[src/rtl/l3_frontend_if.sv]
// SPI byte streams, shared l3 command/write-data bus and core return paths of the l3 front-end.
// master = the front-end itself, slave = SPI slave plus core cluster.
interface l3_frontend_if #(
  parameter int NCORE = 4
);
  logic [7:0]       rx_byte;
  logic             rx_vld;
  logic             rx_rdy;
  logic [7:0]       tx_byte;
  logic             tx_vld;
  logic             tx_rdy;
  logic [NCORE-1:0] core_sel;
  logic             l3_en;
  logic [7:0]       l3_op;
  logic [15:0]      l3_extend;
  logic [3:0]       l3_id;
  logic [15:0]      l3_size;
  logic [31:0]      l3_wd;
  logic             l3_wd_vld;
  logic             core_wd_rdy;
  logic [31:0]      core_rd;
  logic             core_rd_vld;
  logic             l3_rd_rdy;
  logic [7:0]       core_resp;
  logic             core_resp_vld;
  logic             resp_rdy;
  logic             busy;

  modport master (
    input  rx_byte, rx_vld, tx_rdy, core_wd_rdy, core_rd, core_rd_vld, core_resp, core_resp_vld,
    output rx_rdy, tx_byte, tx_vld, core_sel, l3_en, l3_op, l3_extend, l3_id, l3_size,
           l3_wd, l3_wd_vld, l3_rd_rdy, resp_rdy, busy
  );

  modport slave (
    output rx_byte, rx_vld, tx_rdy, core_wd_rdy, core_rd, core_rd_vld, core_resp, core_resp_vld,
    input  rx_rdy, tx_byte, tx_vld, core_sel, l3_en, l3_op, l3_extend, l3_id, l3_size,
           l3_wd, l3_wd_vld, l3_rd_rdy, resp_rdy, busy
  );
endinterface

[src/rtl/l3_frontend.sv]
// Parses SPI header+payload into l3 commands/write words and serializes core read data and response bytes.
// l3_en one cycle after B5, l3_wd_vld one cycle after each 4th payload byte; rx/tx/wd/rd/resp all valid-ready.
module l3_frontend #(
  parameter int NCORE = 4,
  parameter int TMO   = 65535
) (
  input  logic          clk,
  input  logic          rst,
  l3_frontend_if.master bus
);

  typedef enum logic [2:0] {IDLE, HDR, CMD, WDATA, WAIT, DRAIN, ERR} state_t;
  state_t state, state_nxt;

  logic [2:0]       bcnt;
  logic [15:0]      wcnt;
  logic [3:0]       core_idx;
  logic [3:0]       id;
  logic [7:0]       op;
  logic [15:0]      ext;
  logic [15:0]      size;
  logic [31:0]      pack;
  logic [31:0]      ser;
  logic [2:0]       ser_cnt;
  logic [31:0]      tmo_cnt;
  logic [NCORE-1:0] sel;

  logic        rx_ok, wd_vld, rd_rdy, rsp_rdy, en;
  logic        ser_load;
  logic [31:0] ser_dat;
  logic [2:0]  ser_num;
  logic        rx_fire, wd_fire, rd_fire, rsp_fire, tx_fire;
  logic        ser_empty, bad_core, tmo_hit, last_word;

  assign rx_fire   = bus.rx_vld & rx_ok & ~rst;
  assign wd_fire   = wd_vld & bus.core_wd_rdy;
  assign rd_fire   = rd_rdy & bus.core_rd_vld;
  assign rsp_fire  = rsp_rdy & bus.core_resp_vld;
  assign ser_empty = (ser_cnt == 3'd0);
  assign tx_fire   = ~ser_empty & bus.tx_rdy;
  assign bad_core  = {28'd0, core_idx} >= 32'(NCORE);
  assign tmo_hit   = tmo_cnt >= 32'(TMO - 1);
  assign last_word = (wcnt == size - 16'd1);

  always_ff @(posedge clk) begin
    if (rst) state <= IDLE;
    else     state <= state_nxt;
  end

  always_comb begin
    state_nxt = state;
    rx_ok     = 1'b0;
    en        = 1'b0;
    wd_vld    = 1'b0;
    rd_rdy    = 1'b0;
    rsp_rdy   = 1'b0;
    ser_load  = 1'b0;
    ser_dat   = '0;
    ser_num   = '0;
    case (state)
      IDLE: begin
        rx_ok = 1'b1;
        if (rx_fire) state_nxt = HDR;
      end
      HDR: begin
        rx_ok = 1'b1;
        if (rx_fire && bcnt == 3'd5) state_nxt = bad_core ? ERR : CMD;
      end
      CMD: begin
        en        = 1'b1;
        state_nxt = (size != 16'd0) ? WDATA : WAIT;
      end
      WDATA: begin
        rx_ok  = (bcnt != 3'd4);
        wd_vld = (bcnt == 3'd4);
        if (wd_fire && last_word) state_nxt = WAIT;
      end
      WAIT: begin
        rd_rdy  = ser_empty;
        rsp_rdy = ser_empty & ~bus.core_rd_vld;
        if (rd_fire) begin
          ser_load = 1'b1;
          ser_dat  = bus.core_rd;
          ser_num  = 3'd4;
        end else if (rsp_fire) begin
          ser_load  = 1'b1;
          ser_dat   = {bus.core_resp, 24'h0};
          ser_num   = 3'd1;
          state_nxt = DRAIN;
        // a saturated timeout waits for pending read bytes so they are never overwritten
        end else if (ser_empty && tmo_hit) begin
          ser_load  = 1'b1;
          ser_dat   = {8'hE2, 24'h0};
          ser_num   = 3'd1;
          state_nxt = DRAIN;
        end
      end
      ERR: begin
        rx_ok = (wcnt != size);
        if (wcnt == size) begin
          ser_load  = 1'b1;
          ser_dat   = {8'hE1, 24'h0};
          ser_num   = 3'd1;
          state_nxt = DRAIN;
        end
      end
      DRAIN: begin
        if (ser_empty || (ser_cnt == 3'd1 && tx_fire)) state_nxt = IDLE;
      end
      default: state_nxt = IDLE;
    endcase
  end

  always_ff @(posedge clk) begin
    if (rst) begin
      bcnt     <= '0;
      wcnt     <= '0;
      core_idx <= '0;
      id       <= '0;
      op       <= '0;
      ext      <= '0;
      size     <= '0;
      pack     <= '0;
      ser      <= '0;
      ser_cnt  <= '0;
      tmo_cnt  <= '0;
      sel      <= '0;
    end else begin
      if (ser_load) begin
        ser     <= ser_dat;
        ser_cnt <= ser_num;
      end else if (tx_fire) begin
        ser     <= {ser[23:0], 8'h00};
        ser_cnt <= ser_cnt - 3'd1;
      end

      if (state != WAIT || rd_fire) tmo_cnt <= '0;
      else if (!tmo_hit)            tmo_cnt <= tmo_cnt + 32'd1;

      if (state == DRAIN && state_nxt == IDLE) sel <= '0;

      case (state)
        IDLE: if (rx_fire) begin
          core_idx <= bus.rx_byte[7:4];
          id       <= bus.rx_byte[3:0];
          bcnt     <= 3'd1;
        end
        HDR: if (rx_fire) begin
          case (bcnt)
            3'd1:    op         <= bus.rx_byte;
            3'd2:    ext[15:8]  <= bus.rx_byte;
            3'd3:    ext[7:0]   <= bus.rx_byte;
            3'd4:    size[15:8] <= bus.rx_byte;
            3'd5:    size[7:0]  <= bus.rx_byte;
            default: ;
          endcase
          bcnt <= (bcnt == 3'd5) ? 3'd0 : bcnt + 3'd1;
          wcnt <= '0;
          if (bcnt == 3'd5 && !bad_core) sel <= {{(NCORE-1){1'b0}}, 1'b1} << core_idx;
        end
        WDATA: begin
          if (rx_fire) begin
            pack <= {pack[23:0], bus.rx_byte};
            bcnt <= bcnt + 3'd1;
          end
          if (wd_fire) begin
            bcnt <= '0;
            wcnt <= wcnt + 16'd1;
          end
        end
        // bad core index: payload is counted off and dropped word by word
        ERR: if (rx_fire) begin
          if (bcnt == 3'd3) begin
            bcnt <= '0;
            wcnt <= wcnt + 16'd1;
          end else begin
            bcnt <= bcnt + 3'd1;
          end
        end
        default: ;
      endcase
    end
  end

  assign bus.rx_rdy    = rx_ok & ~rst;
  assign bus.tx_byte   = ser[31:24];
  assign bus.tx_vld    = ~ser_empty;
  assign bus.core_sel  = sel;
  assign bus.l3_en     = en;
  assign bus.l3_op     = op;
  assign bus.l3_extend = ext;
  assign bus.l3_id     = id;
  assign bus.l3_size   = size;
  assign bus.l3_wd     = pack;
  assign bus.l3_wd_vld = wd_vld;
  assign bus.l3_rd_rdy = rd_rdy;
  assign bus.resp_rdy  = rsp_rdy;
  assign bus.busy      = (state != IDLE);

endmodule
[src/flat_wrapper.sv]
// flat-port wrapper written by rule: the top's interface ports become plain ports
module l3_frontend_flat 
#(
  parameter int NCORE = 4,
  parameter int TMO   = 65535
)
  (clk, rst, bus_rx_byte, bus_rx_vld, bus_tx_rdy, bus_core_wd_rdy, bus_core_rd, bus_core_rd_vld, bus_core_resp, bus_core_resp_vld, bus_rx_rdy, bus_tx_byte, bus_tx_vld, bus_core_sel, bus_l3_en, bus_l3_op, bus_l3_extend, bus_l3_id, bus_l3_size, bus_l3_wd, bus_l3_wd_vld, bus_l3_rd_rdy, bus_resp_rdy, bus_busy);
  l3_frontend_if #(.NCORE(NCORE)) bus_i ();
  input  logic clk;
  input  logic rst;
  input wire logic [$bits(bus_i.rx_byte)-1:0] bus_rx_byte;
  input wire logic [$bits(bus_i.rx_vld)-1:0] bus_rx_vld;
  input wire logic [$bits(bus_i.tx_rdy)-1:0] bus_tx_rdy;
  input wire logic [$bits(bus_i.core_wd_rdy)-1:0] bus_core_wd_rdy;
  input wire logic [$bits(bus_i.core_rd)-1:0] bus_core_rd;
  input wire logic [$bits(bus_i.core_rd_vld)-1:0] bus_core_rd_vld;
  input wire logic [$bits(bus_i.core_resp)-1:0] bus_core_resp;
  input wire logic [$bits(bus_i.core_resp_vld)-1:0] bus_core_resp_vld;
  output wire logic [$bits(bus_i.rx_rdy)-1:0] bus_rx_rdy;
  output wire logic [$bits(bus_i.tx_byte)-1:0] bus_tx_byte;
  output wire logic [$bits(bus_i.tx_vld)-1:0] bus_tx_vld;
  output wire logic [$bits(bus_i.core_sel)-1:0] bus_core_sel;
  output wire logic [$bits(bus_i.l3_en)-1:0] bus_l3_en;
  output wire logic [$bits(bus_i.l3_op)-1:0] bus_l3_op;
  output wire logic [$bits(bus_i.l3_extend)-1:0] bus_l3_extend;
  output wire logic [$bits(bus_i.l3_id)-1:0] bus_l3_id;
  output wire logic [$bits(bus_i.l3_size)-1:0] bus_l3_size;
  output wire logic [$bits(bus_i.l3_wd)-1:0] bus_l3_wd;
  output wire logic [$bits(bus_i.l3_wd_vld)-1:0] bus_l3_wd_vld;
  output wire logic [$bits(bus_i.l3_rd_rdy)-1:0] bus_l3_rd_rdy;
  output wire logic [$bits(bus_i.resp_rdy)-1:0] bus_resp_rdy;
  output wire logic [$bits(bus_i.busy)-1:0] bus_busy;
  assign bus_i.rx_byte = bus_rx_byte;
  assign bus_i.rx_vld = bus_rx_vld;
  assign bus_i.tx_rdy = bus_tx_rdy;
  assign bus_i.core_wd_rdy = bus_core_wd_rdy;
  assign bus_i.core_rd = bus_core_rd;
  assign bus_i.core_rd_vld = bus_core_rd_vld;
  assign bus_i.core_resp = bus_core_resp;
  assign bus_i.core_resp_vld = bus_core_resp_vld;
  assign bus_rx_rdy = bus_i.rx_rdy;
  assign bus_tx_byte = bus_i.tx_byte;
  assign bus_tx_vld = bus_i.tx_vld;
  assign bus_core_sel = bus_i.core_sel;
  assign bus_l3_en = bus_i.l3_en;
  assign bus_l3_op = bus_i.l3_op;
  assign bus_l3_extend = bus_i.l3_extend;
  assign bus_l3_id = bus_i.l3_id;
  assign bus_l3_size = bus_i.l3_size;
  assign bus_l3_wd = bus_i.l3_wd;
  assign bus_l3_wd_vld = bus_i.l3_wd_vld;
  assign bus_l3_rd_rdy = bus_i.l3_rd_rdy;
  assign bus_resp_rdy = bus_i.resp_rdy;
  assign bus_busy = bus_i.busy;
  l3_frontend #(.NCORE(NCORE), .TMO(TMO)) u_core (.clk(clk), .rst(rst), .bus(bus_i));
endmodule
[config.mk]
export PLATFORM = sky130hd
export DESIGN_NAME = l3_frontend_flat
export DESIGN_NICKNAME = d
export VERILOG_FILES = /design/src/rtl/l3_frontend_if.sv /design/src/rtl/l3_frontend.sv /design/src/flat_wrapper.sv
export SDC_FILE = /design/constraint.sdc
export NUM_CORES = 1
export LEC_CHECK = 0
export CAP_MARGIN = 20
export CORE_UTILIZATION = 47
export CTS_CLUSTER_DIAMETER = 30
export DETAILED_ROUTE_END_ITERATION = 8
export PLACE_DENSITY_LB_ADDON = 0.12
export SYNTH_ARGS = -nofsm -noshare
export SYNTH_HDL_FRONTEND = slang
export SYNTH_SLANG_ARGS = --single-unit
[constraint.sdc]
create_clock -name clk -period 2.25 [get_ports clk]
set_input_delay 0.675 -clock clk [delete_from_list [all_inputs] [get_ports clk]]
set_output_delay 0.675 -clock clk [all_outputs]
set_load 0.02 [all_outputs]
# After elaboration in Yosys (flattened, before gate mapping)
# Index checks and enable logic that the tools add are counted.
dict set report classes {
  addsub 5
  order_cmp 2
  n_eq_ne 23
  n_shift 1
  n_mux 52
  n_bitwise 11
  reduce_logical 28
}
# op count
set op_table {}
lappend op_table {{$mux W32} 6}
lappend op_table {{$mux W16} 4}
lappend op_table {{$pmux W32 S2} 1}
lappend op_table {{$mux W3} 21}
lappend op_table {{$pmux W16 S3} 1}
lappend op_table {{$add A32 B1 Y32 const B} 1}
lappend op_table {{$eq A16 B16 Y1} 2}
lappend op_table {{$ge A32 B16 Y1 const B} 1}
lappend op_table {{$pmux W3 S7} 1}
lappend op_table {{$add A16 B1 Y16 const B} 1}
lappend op_table {{$mux W4} 4}
lappend op_table {{$ne A16 B16 Y1} 1}
lappend op_table {{$reduce_bool A16 Y1} 1}
lappend op_table {{$sub A16 B1 Y16 const B} 1}
lappend op_table {{$eq A3 B3 Y1 const B} 5}
lappend op_table {{$reduce_and A3 Y1} 5}
lappend op_table {{$eq A3 B2 Y1 const B} 4}
lappend op_table {{$pmux W3 S4} 1}
lappend op_table {{$mux W1} 10}
lappend op_table {{$ne A2 B1 Y1 const B} 5}
lappend op_table {{$reduce_and A5 Y1} 2}
lappend op_table {{$eq A3 B1 Y1 const B} 3}
lappend op_table {{$logic_not A3 Y1} 3}
lappend op_table {{$and A1 B1 Y1} 8}
lappend op_table {{other kinds (18)} 30}
dict set report word_totals {
  reg_bits 173
  in_bits 55
  output_inout_bits 95
  wordCells 137
}

# Depth between registers and ports, before layout
dict set report logic_depth {
  ltp_word 14
  mapped_depth 11
  mapped_depth_nobuf 9
}

# Worst setup path after synthesis
# No wires, ideal clock.
dict set report synth_timing {
  path_type {reg2reg}
  start {register u_core.ser_cnt[0]}
  end {register u_core.tmo_cnt[11]}
  setup_ns 0.065
  arrival_ns 2.296
  required_time_ns 2.185
  path_slack_ns -0.111
  path_stages_with_launch 12
  n_path_buf 4
  synth_period_minus_slack_ns 2.361
  path_cell_list {dfxtp_1 > inv_1 > ha_1 > nand2b_1 > clkbuf_1 > nor2_1 > and2_1 > buf_2 > or3_1 > buf_2 > clkbuf_1 > nor2_1}
}
dict set report synth_between {
  elab_chain_len 5
}
# item line_no
set synth_lines {}
lappend synth_lines {{start: declaration} l3_frontend.sv:24} ;# logic [2:0] ser_cnt;
lappend synth_lines {{start signal: assignment} l3_frontend.sv:131} ;# ser_cnt <= ser_num;
lappend synth_lines {{start signal: assignment} l3_frontend.sv:134} ;# ser_cnt <= ser_cnt - 3'd1;
lappend synth_lines {{$logic_not A3 Y1} l3_frontend.sv:39} ;# assign ser_empty = (ser_cnt == 3'd0);
lappend synth_lines {{$mux W1} l3_frontend.sv:60} ;# case (state)
lappend synth_lines {{named net bus_l3_rd_rdy} flat_wrapper.sv:30} ;# output wire logic [$bits(bus_i.l3_rd_rdy)-1:0] bus_l3_rd_rdy;
lappend synth_lines {{$and A1 B1 Y1} l3_frontend.sv:37} ;# assign rd_fire = rd_rdy & bus.core_rd_vld;
lappend synth_lines {{$logic_or A1 B1 Y1} l3_frontend.sv:137} ;# if (state != WAIT || rd_fire) tmo_cnt <= '0;
lappend synth_lines {{$reduce_or A2 Y1 (no source line)} n/a}
lappend synth_lines {{end signal: assignment} l3_frontend.sv:138} ;# else if (!tmo_hit) tmo_cnt <= tmo_cnt + 32'd1;
lappend synth_lines {{end: declaration} l3_frontend.sv:25} ;# logic [31:0] tmo_cnt;
# The timed path passes the listed nets, and every way through them passes these cells.
# A chain may end at the register's enable or synchronous reset.

# Final worst setup path
dict set report layout_timing {
  start {register u_core.size[6] (netlist: u_core.bus.l3_size[6])}
  end {output bus_rx_rdy}
}
dict set report layout_between {
  elab_chain_len 3
}
# item line_no
set layout_lines {}
lappend layout_lines {{start: declaration} l3_frontend.sv:21} ;# logic [15:0] size;
lappend layout_lines {{start signal: assignment} l3_frontend.sv:154} ;# 3'd5: size[7:0] <= bus.rx_byte;
lappend layout_lines {{$ne A16 B16 Y1} l3_frontend.sv:99} ;# rx_ok = (wcnt != size);
lappend layout_lines {{$pmux W1 S3} l3_frontend.sv:60}
lappend layout_lines {{$and A1 B1 Y1} l3_frontend.sv:185} ;# assign bus.rx_rdy = rx_ok & ~rst;
lappend layout_lines {{end: declaration} flat_wrapper.sv:19} ;# output wire logic [$bits(bus_i.rx_rdy)-1:0] bus_rx_rdy;
# Every way passes these cells.

==> results <==
## state kept, by name (all words and copies together) (netlist names)
signal and flops:
u_core.tmo_cnt 32, u_core.bus.l3_extend 16, u_core.bus.l3_size 16, u_core.bus.l3_op 8, u_core.ser_cnt 3, u_core.bus.core_sel 4
u_core.ser 32, u_core.bus.l3_id 4, u_core.bcnt 3, u_core.core_idx 4, u_core.state 3, u_core.bus.l3_wd 32
u_core.wcnt 16
## path summary, 6_finish.rpt
path / endpoint / start / cells past startpoint
setup / recovery: bus_rx_rdy / u_core.bus.l3_size[6] / 6
hold / removal: u_core.bus.l3_wd[24] / u_core.bus.l3_wd[24] / 2
setup reg to reg: u_core.state[2] / u_core.bus.l3_size[2] / 8
hold reg to reg: u_core.bus.l3_wd[24] / u_core.bus.l3_wd[24] / 2
## cell type report
class	instances	area [um2]	area share, %
Multi-Input combinational cell	711	4499	38.24
Clock buffer	18	439.2	3.732
Tap cell	220	275.3	2.339
Clock inverter	14	216.5	1.840
Inverter	16	62.56	0.5317
Timing Repair Buffer	306	2786	23.68
Sequential cell	173	3487	29.64
## cells in the final DEF (no fill, tap or decap), types with 5 or more instances in the layout
| cell type | n |
|---|---|
| buf_6 | 9 |
| a32oi_1 | 9 |
| o21ai_0 | 23 |
| o31a_1 | 5 |
| and3_1 | 14 |
| a31oi_1 | 7 |
| buf_4 | 144 |
| xor2_1 | 16 |
| nand2_1 | 123 |
| dlymetal6s2s_1 | 8 |
| mux2i_1 | 27 |
| a21oi_1 | 82 |
| clkdlybuf4s50_1 | 127 |
| buf_12 | 8 |
| xnor2_1 | 23 |
| a211oi_1 | 9 |
| xnor2_2 | 6 |
| inv_1 | 15 |
| nor3_1 | 44 |
| nor2_1 | 107 |
| nand4_1 | 18 |
| or3_1 | 7 |
| dfxtp_1 | 158 |
| nor4_1 | 7 |
| dlygate4sd2_1 | 6 |
| inv_8 | 6 |
| dfxtp_2 | 13 |
| a2bb2oi_1 | 16 |
| a22oi_1 | 5 |
| clkbuf_16 | 17 |
| and2_1 | 20 |
| nand3_1 | 34 |
| ha_1 | 11 |
## stage by stage
stage | hold slack [ps] | total power (uW)
2_1_floorplan | 430.2 | 4550
3_3_place_gp | 441.4 | 5148
3_5_place_dp | 445.8 | 5180
4_1_cts | 455.8 | 8435
5_1_grt | 479.1 | 8768
6_report | 454.1 | 8416
## layer usage
layer	part of all wire, %	GRT usage [%]
met1	45	35.56
met2	47	43.71
met3	6.3	5.998
met4	2.3	9.755
met5	0	0
## timing repair
| item | 4_1_cts | 5_1_grt |
|---|---|---|
| hold buffers | 0 | 0 |
| gates resized for setup | 97 | 53 |
| pin swaps | 28 | 23 |
| setup buffers | 21 | 8 |
| endpoints found under the setup margin | 32 | 70 |
| gates cloned | 1 | 0 |
## critical path, delay by kind of cell (launching register included)
family | cells | cell delay, ps
buf+inv | 1 | 130
compound gates | 2 | 330
flops | 1 | 360
simple gates | 2 | 440
xor+xnor | 1 | 200
## power groups by stage
stage,Sequential (uW),Combinational [uW],Clock (uW)
final,3410,1770,3240
after global routing,3430,1930,3410
after CTS,3410,1760,3270
after global placement,3470,1680,0
after detailed placement,3480,1700,0
after floorplan,3450,1100,0
## kinds of logic (layout without fill, tap and decap cells)
family / after synthesis / after routing
simple gates: 421 / 421
compound gates: 201 / 202
flops: 173 / 173
buf+inv: 88 / 354
xor+xnor: 47 / 47
mux: 28 / 28
fa+ha+maj: 13 / 13
==> metrics.md <==
| Metric | Value |
|---|---|
| TritonRoute pass-1 iters | 5 |
| Internal | 5978 uW |
| Final Hold Viols | 0 |
| CTS tree | yes |
| Placed cells | 1406 |
| Die ar. | 17450 um2 |
| Max-cap violations | 0 |
| Post-synthesis simple-gate area fraction | 25.14% |
| Flop-to-flop setup slack | -160 ps |
| Effective utilization at floorplan | 48.13% |
| CTS Buf Count | 17 |
| Fmax | 390.2 MHz |
| Crit Path Class | flop to output pin |
| Peak VDD IR | 572.9 uV |
| P&R area growth vs syn | 47.93% |
| First-pass GRT wire length | 37950 um |
| Clock network fraction of total power | 38.5% |
| Comb power frac | 21.0% |
| GRT Util Overall | 27.10% |
| Post-Synthesis Net Count | 1039 |
| FF+latch count, synth | 173 |
| Final core utilization | 71.20% |
| Core footprint | 16520 um2 |
| Crit path max-delay cell type | dfxtp_2 |
| Compound-gate portion of the synthesized area | 15.92% |
| Synth Area in XOR/XNOR | 5.175% |
| Top cells by area, synth | dfxtp_1 44%, nand2_1 5.9%, a21oi_1 5.3%, nor2_1 5.1%, mux2i_1 3.4% |
| Fillers | 1309 |
| Seq pwr share | 40.5% |
| DR vias/cell | 5.441 |
| Overflow after GRT | 0 |
| Synth warnings | 0 |
| CP required | 1570 ps |
| Slew headroom | 40.90% |
| Worst-margin pin slew | 886.5 ps |
| Most common cell in the netlist | dfxtp_1 |
| Switching portion of total power | 28.97% |
| Clk Latency, worst-skew pair | 440 ps |
| PortBufs | 149 |
| Fraction of the mapped netlist area in adder cells | 2.045% |
| Number of synthesized flops with an enable pin | 0 |
| Synth Flop Type | dfxtp_1 |
| Startpoint class of the critical path | flop |
| DRC Markers | 0 |
| Pwr dens | 715.3 nW/um2 |
| Multiplexer area fraction after synthesis | 3.539% |
| CP max FO | 2 |
| Final Critical Period | 2563 ps |
| Status | finished, violations left |
| Crit. End Element | output pin |
| Dpl ws | -504.0 ps |
| Row cnt | 47 |
| CTS root buf | clkbuf_16 |
| # IOs | 150 |
| Static Leak | 0.004697 uW |
| Routed Antenna Nets | 0 |
| Post-Layout Inst Area | 11770 um2 |
| Die height | 132.1 um |
| Setup TNS | -590.1 ps |
| Initial antenna violation count | 0 |
| Commonest cells in the netlist | 173 x dfxtp_1, 126 x nand2_1, 109 x nor2_1, 84 x a21oi_1, 56 x clkbuf_1 |
| Syn Area/Cell | 8.191 um2 |
| Area leader, netlist | dfxtp_1 |
| Part of the Yosys area used for sequential elements | 43.54% |
| Nets | 1293 |
| Die Width | 132.1 um |
| Hold/Removal Path Class | flop to flop |
| Worst Slack Setup Final | -312.9 ps |
| Clk slew on worst S/H paths | 70 ps |
| Critical path data arrival time | 1890 ps |
| Gate Count Post-Synth | 971 |
| Final std cells w/o fill | 1458 |
| Post-Syn Area | 7954 um2 |
| Failing checks | setup timing |
| H-tree Lvls | 4 |
| CP cell instances | xnor2_4 > nand4_1 > nor4_4 > a21oi_2 > o21ba_4 > buf_6 |
| DR iter-0 viols | 704 |
| Setup violators final | 5 |
| Worst Skew | 17.72 ps |
| Unrepaired setup endpoints after global routing | yes |
| RD Place Congestion | 0.9102 |
| Crit share post-route | 113.9% |
| # clock sinks | 173 |
| CTS max path bufs | 2 |
| Avg WL per Cell | 16.48 um |
| CP peak stage delay | 360 ps |
| Dpl cell area | 10540 um2 |
| Sw power | 2438 uW |
| Fraction of registers with async set/reset | 0% |
| Vias in the first global route | 7566 |
| Vias | 7933 |
| Final wirelength | 24030 um |
| Largest net degree at the start of global routing | 84 |
| Yosys top cell area share | 43.54% |
| Main combinational cell family by area after synthesis | simple AND/OR/NAND/NOR gates |
| Ant diodes | 0 |
| Post-DP HPWL | 16110 um |
| Max-slew violation count | 0 |
| Synth cell types | 55 |
| Layout cells sized above 1 | 22.13% |
Power figures use the tool's default switching activity.
